<file path="src/rtl/pill_line_pkg.sv">
// Shared types and constants for the pill-bottling line (feeder and controller).
package pill_line_pkg;

  typedef enum logic [1:0] {
    IDLE  = 2'd0,
    GAP   = 2'd1,
    DROP  = 2'd2,
    EMPTY = 2'd3
  } feeder_state_e;

  localparam logic VALVE_OPEN   = 1'b0;
  localparam logic VALVE_CLOSED = 1'b1;

  // Clamp a 9-bit intermediate hopper level to the configured ceiling.
  function automatic logic [7:0] sat_level(input logic [8:0] v, input logic [8:0] lim);
    return (v > lim) ? lim[7:0] : v[7:0];
  endfunction

endpackage

</file>
<file path="src/rtl/pill_feeder_if.sv">
// Controller <-> feeder signal bundle; master is the bottling controller side.
interface pill_feeder_if;
  logic        Valve;
  logic        Refill;
  logic [7:0]  RefillQty;
  logic        ClrCount;
  logic        SensorP;
  logic        Empty;
  logic [7:0]  Level;
  logic [15:0] Dispensed;

  modport master (output Valve, Refill, RefillQty, ClrCount,
                  input  SensorP, Empty, Level, Dispensed);
  modport slave  (input  Valve, Refill, RefillQty, ClrCount,
                  output SensorP, Empty, Level, Dispensed);
endinterface

</file>
<file path="src/rtl/pill_gap_timer.sv">
// Loadable down-counter that parks at zero; zero flag reports expiry.
module pill_gap_timer #(
  parameter int W = 16
) (
  input  logic         clk,
  input  logic         rst_n,
  input  logic         load,
  input  logic [W-1:0] load_val,
  input  logic         en,
  output logic         zero
);
  logic [W-1:0] cnt_q, cnt_d;

  always_comb begin
    cnt_d = cnt_q;
    if (load)                    cnt_d = load_val;
    else if (en && cnt_q != '0)  cnt_d = cnt_q - 1'b1;
  end

  always_ff @(posedge clk or negedge rst_n)
    if (!rst_n) cnt_q <= '0;
    else        cnt_q <= cnt_d;

  assign zero = (cnt_q == '0);
endmodule

</file>
<file path="src/rtl/pill_feeder.sv">
// Hopper/dispenser plant: drops one pill every PERIOD+PULSE_W cycles while the
// valve is open, pulsing SensorP per pill and tracking level and lifetime count.
module pill_feeder
  import pill_line_pkg::*;
#(
  parameter int PERIOD     = 4,
  parameter int PULSE_W    = 1,
  parameter int HOPPER_MAX = 255,
  parameter int INIT_LEVEL = 0
) (
  input  logic          Clk,
  input  logic          Rst_n,
  pill_feeder_if.slave  bus
);
  localparam int             TW        = 16;
  localparam logic [TW-1:0]  GAP_LOAD  = TW'(PERIOD - 1);
  localparam logic [TW-1:0]  PW_LOAD   = TW'(PULSE_W - 1);
  localparam logic [8:0]     LEVEL_LIM = 9'(HOPPER_MAX);

  feeder_state_e state_q, state_d;
  logic          valve_q, valve_d;
  logic          sensor_q, sensor_d;
  logic [7:0]    level_q, level_d;
  logic [15:0]   disp_q, disp_d;
  logic [8:0]    level_sum;
  logic          gap_load, gap_en, gap_zero;
  logic          pw_load, pw_en, pw_zero;
  logic          dec;

  pill_gap_timer #(.W(TW)) u_gap (
    .clk(Clk), .rst_n(Rst_n), .load(gap_load), .load_val(GAP_LOAD),
    .en(gap_en), .zero(gap_zero)
  );

  pill_gap_timer #(.W(TW)) u_pulse (
    .clk(Clk), .rst_n(Rst_n), .load(pw_load), .load_val(PW_LOAD),
    .en(pw_en), .zero(pw_zero)
  );

  // Valve is registered once, so the first pill lands PERIOD+1 edges after it is seen.
  always_comb begin
    state_d  = state_q;
    gap_load = 1'b0;
    gap_en   = 1'b0;
    pw_load  = 1'b0;
    pw_en    = 1'b0;
    dec      = 1'b0;
    unique case (state_q)
      IDLE:
        if (valve_q == VALVE_OPEN) begin
          if (|level_q) begin state_d = GAP; gap_load = 1'b1; end
          else          state_d = EMPTY;
        end
      GAP:
        if (valve_q == VALVE_CLOSED) state_d = IDLE;
        else if (gap_zero) begin
          state_d = DROP;
          dec     = 1'b1;
          pw_load = 1'b1;
        end
        else gap_en = 1'b1;
      // Once a pill has dropped its pulse always completes, whatever the valve does.
      DROP:
        if (!pw_zero)                     pw_en   = 1'b1;
        else if (valve_q == VALVE_CLOSED) state_d = IDLE;
        else if (|level_q) begin state_d = GAP; gap_load = 1'b1; end
        else                              state_d = EMPTY;
      EMPTY:
        if (valve_q == VALVE_CLOSED) state_d = IDLE;
        else if (|level_q) begin state_d = GAP; gap_load = 1'b1; end
      default: state_d = IDLE;
    endcase
  end

  always_comb begin
    valve_d   = bus.Valve;
    sensor_d  = (state_d == DROP);
    level_sum = {1'b0, level_q} + (bus.Refill ? {1'b0, bus.RefillQty} : 9'd0) - {8'd0, dec};
    level_d   = sat_level(level_sum, LEVEL_LIM);
    disp_d    = bus.ClrCount ? 16'd0 : disp_q + {15'd0, dec};
  end

  always_ff @(posedge Clk or negedge Rst_n)
    if (!Rst_n) begin
      state_q  <= IDLE;
      valve_q  <= VALVE_CLOSED;
      sensor_q <= 1'b0;
      level_q  <= 8'(INIT_LEVEL);
      disp_q   <= 16'd0;
    end else begin
      state_q  <= state_d;
      valve_q  <= valve_d;
      sensor_q <= sensor_d;
      level_q  <= level_d;
      disp_q   <= disp_d;
    end

  assign bus.SensorP   = sensor_q;
  assign bus.Level     = level_q;
  assign bus.Empty     = (level_q == 8'd0);
  assign bus.Dispensed = disp_q;
endmodule
</file>
<file path="src/flat_wrapper.sv">
// flat-port wrapper written by rule: the top's interface ports become plain ports
module pill_feeder_flat import pill_line_pkg::*;
#(
  parameter int PERIOD     = 4,
  parameter int PULSE_W    = 1,
  parameter int HOPPER_MAX = 255,
  parameter int INIT_LEVEL = 0
)
  (Clk, Rst_n, bus_Valve, bus_Refill, bus_RefillQty, bus_ClrCount, bus_SensorP, bus_Empty, bus_Level, bus_Dispensed);
  pill_feeder_if bus_i ();
  input  logic Clk;
  input  logic Rst_n;
  input wire logic [$bits(bus_i.Valve)-1:0] bus_Valve;
  input wire logic [$bits(bus_i.Refill)-1:0] bus_Refill;
  input wire logic [$bits(bus_i.RefillQty)-1:0] bus_RefillQty;
  input wire logic [$bits(bus_i.ClrCount)-1:0] bus_ClrCount;
  output wire logic [$bits(bus_i.SensorP)-1:0] bus_SensorP;
  output wire logic [$bits(bus_i.Empty)-1:0] bus_Empty;
  output wire logic [$bits(bus_i.Level)-1:0] bus_Level;
  output wire logic [$bits(bus_i.Dispensed)-1:0] bus_Dispensed;
  assign bus_i.Valve = bus_Valve;
  assign bus_i.Refill = bus_Refill;
  assign bus_i.RefillQty = bus_RefillQty;
  assign bus_i.ClrCount = bus_ClrCount;
  assign bus_SensorP = bus_i.SensorP;
  assign bus_Empty = bus_i.Empty;
  assign bus_Level = bus_i.Level;
  assign bus_Dispensed = bus_i.Dispensed;
  pill_feeder #(.PERIOD(PERIOD), .PULSE_W(PULSE_W), .HOPPER_MAX(HOPPER_MAX), .INIT_LEVEL(INIT_LEVEL)) u_core (.Clk(Clk), .Rst_n(Rst_n), .bus(bus_i));
endmodule
</file>
<file path="config.mk">
export PLATFORM = sky130hd
export DESIGN_NAME = pill_feeder_flat
export DESIGN_NICKNAME = d
export VERILOG_FILES = /design/src/rtl/pill_line_pkg.sv /design/src/rtl/pill_feeder_if.sv /design/src/rtl/pill_gap_timer.sv /design/src/rtl/pill_feeder.sv /design/src/flat_wrapper.sv
export SDC_FILE = /design/constraint.sdc
export NUM_CORES = 1
export LEC_CHECK = 0
export CAP_MARGIN = 20
export CORE_MARGIN = 8
export CORE_UTILIZATION = 50
export DETAILED_ROUTE_END_ITERATION = 10
export GPL_ROUTABILITY_DRIVEN = 1
export PLACE_DENSITY = 0.7
export SLEW_MARGIN = 10
export SYNTH_ARGS = -nofsm -noshare
export SYNTH_HDL_FRONTEND = slang
export SYNTH_HIERARCHICAL = 1
export SYNTH_SLANG_ARGS = --single-unit
export TNS_END_PERCENT = 20
</file>
<file path="constraint.sdc">
create_clock -name Clk -period 11.2 [get_ports Clk]
set_input_delay 2.24 -clock Clk [delete_from_list [all_inputs] [get_ports Clk]]
set_output_delay 2.24 -clock Clk [all_outputs]
set_load 0.02 [all_outputs]
</file>
==> impl_metrics.toml <==
[route]
top_layer = "met4"
drc = 0
drt_wl_total_um = 8260
antenna_left = 0
drtIter0Drc = 109
wl_met3_um = 292
wirelength_met1_um = 4063
drtPass1Iterations = 5
viasPerCell = 5.353
wire_per_inst_um = 13.03
via_count = 3394
met2WireLength_um = 3826

[synth]
synth_top_cell_by_area = "dfrtp_1"
post-synth-top-count-cell = "dfrtp_1"
yosysWarnings = 6
synth_seq_cells = 60
synth.distinct_cells = 57
synth_common_cells = "dfrtp_1, nor2_1, nand2_1"
synthArstFlopShare_pct = 100.0
synth_ff_type = "dfrtp_1"
ys_seq_area_share_pct = 37.52
synth_edf_count = 0
avgSynthCellArea_sq_um = 8.726
netlist_area_sq_um = 4005
yosysTopAreaCellShare_pct = 36.86
yosys-top-cells-area = "dfrtp_1, ha_1, nor2_1, nand2_1, inv_1"
syn_inst = 459

[sta]
rsz0062_at_grt = "false"
tightest_slew_ns = 0.7541
period_share_pct = 43.00
max_freq_ghz = 0.2077
hold_slack_ns = 0.5534
hold_viol = 0
maxSlewHeadroom_pct = 49.73
skew_ns = 0.006051
finalSetupViolations = 0
slew_violations = 0
finalSetupTns_ns = 0
layout_min_cycle_time_ns = 4.816

[pwr]
ir_drop_v = 0.0001309
powerDensity_nw_per_um2 = 180.3
p_leak_uw = 0.001978
finalPower_uw = 862.2

[min_path]
hp-class = "reg2reg"
min_path_cells = 2
hold_end = "u_core/bus.Dispensed[15]"
min-delay-start = "u_core/bus.Dispensed[15]"

[floorplanning]
io-pin-count = 39
dieArea_sq_um = 11130
die_h_um = 105.5
core_sq_um = 7727
fp.dieW_um = 105.5
fp-row-count = 32
initial_core_util_pct = 51.83

[worst_setup_path]
path_class = "in2reg"
crit_family = "simple AND/OR/NAND/NOR gates"
r2r-end = "u_core/bus.Level[6]"
r2r_cells = 14
cp-start-kind = "input pin"
slowest_stage = "clkdlybuf4s50_1"
crit_required_ns = 11.42
r2r_start = "u_core/u_gap/cnt_q[0]"
crit_path_frequent_cell = "or2_1"
arrival_ns = 5.04
path_buf_inv = 1
end_kind = "flip-flop"
cpPeakStageDelay_ns = 0.62
cp_max_fo = 8
crit_path_cell_trace = "clkdlybuf4s50_1, nand2_1, xnor2_1, ha_1, fa_1, a211oi_2, nor3_1, mux2_4, or2_1, or2_1"
r2r_slack_ns = 7.03

[layout]
areaGrowthSynthToFinish_pct = 19.37
layout-drive-gt1-share_pct = 6.391
antenna_cells = 0
nets = 564
fill_cells = 680

[global_routing]
grt_remaining_overflow = 0
grtUsageTotal_pct = 15.77
grt_pass1_vias = 3331
grt_pass1_wl_um = 14790
antenna_found_initial = 0
grt_max_degree = 61

[clocking]
cts.clk_slew.worst_paths_ns = 0.07
cts_tree = "built"
root_buffer = "clkbuf_8"
cts_buffers = 9
clkSinkCount = 60
worstSkewPairLatency_ns = 0.34
cts_max_path_buffers = 2
cts_setup_buffers = 0
cts_resized = 0
ctsHoldBuffers = 0
cts.htree.levels = 3

[place]
dpl.hpwl_um = 6062
place_congestion = 0.8524
placement.io_buffers = 38

[job]
max-cap-violations = 0

[outcome]
status = "finished, final reports clean"
## how the worst max path moves through the flow
stage	startpoint	to	slack, ns	cells after the start
finish	bus_Refill	u_core/bus.Level[6]	6.38	10
global route	bus_Refill	u_core/bus.Level[6]	6.26	10
CTS	bus_Refill	u_core/bus.Level[6]	6.42	10
detailed placement	bus_Refill	u_core/bus.Level[6]	6.05	10
global placement	bus_Refill	u_core/bus.Level[5]	6.16	10
floorplan	bus_Refill	u_core/bus.Level[5]	6.66	10
## cells by family after synthesis
group	Yosys count	share of synthesized area (%)
and+or+nand+nor	205	27.74
xor gates and xnor gates	21	4.592
adders and majority gates	24	7.685
other	2	0.1875
muxes	7	1.937
DFF	60	37.52
AOI/OAI and AO/OA	92	15.46
buffers and inverters	48	4.874
## placed cells by master, fill, tap and decap left out, types with 13 or more instances in the layout
| cell type | n |
|---|---|
| o21ai_0 | 17 |
| dfrtp_1 | 59 |
| inv_1 | 35 |
| nor2_1 | 49 |
| nor2b_1 | 13 |
| ha_1 | 23 |
| clkdlybuf4s50_1 | 37 |
| nand2_1 | 46 |
| a21oi_1 | 18 |
| conb_1 | 32 |
## power by group
part	internal, uW	switching [uW]	leakage (uW)
sequential	262	54.7	0.000703
combinational	160	189	0.00118
clock	109	87.5	0.0000918
total	531	331	0.00198
## metrics by stage
stage                     utilization, %  setup slack [ns]  area, sq um  cells
after floorplan                        -             6.662         4118    489
after global placement             59.25             6.161         4578    618
after CTS                          61.87             6.417         4781    634
final                              61.87             6.384         4781    634
after detailed placement           59.25             6.051         4578    618
after global routing               61.87             6.258         4781    634
## metal layers
metal / vias up / track usage (%)
met3: 7 / 4.507
met1: 1579 / 19.33
met4: 0 / 5.025
met2: 49 / 26.21
met5: - / 0
li1: 1759 / -
## state kept, by name, indices dropped and copies added, names as in the netlist
signal / flops
u_core/bus.Dispensed: 16
u_core/u_pulse/cnt_q: 16
u_core/u_gap/cnt_q: 16
u_core/bus.SensorP: 1
u_core/valve_q: 1
u_core/bus.Level: 8
u_core/state_q: 2
## cell type report
| class | count | area (sq um) | area share [%] |
|---|---|---|---|
| clock buffer | 11 | 141.4 | 2.957 |
| multi-input combinational | 381 | 2426 | 50.75 |
| timing repair buffer | 40 | 390.4 | 8.165 |
| clock inverter | 5 | 61.31 | 1.282 |
| sequential | 60 | 1503 | 31.43 |
| tap | 102 | 127.6 | 2.669 |
| inverter | 35 | 131.4 | 2.748 |
## worst reg2reg max path, cell delays in order (launching register included)
cell,delay (ns)
dfrtp_1,0.40
inv_1,0.09
ha_1,0.21
nor4b_1,0.59
nand4_1,0.37
inv_1,0.17
and2_1,0.25
xnor2_1,0.10
ha_1,0.22
fa_1,0.44
a211oi_2,0.29
nor3_1,0.13
mux2_4,0.33
or2_1,0.23
or2_1,0.23
No activity file was read; power rests on OpenSTA's default activity.
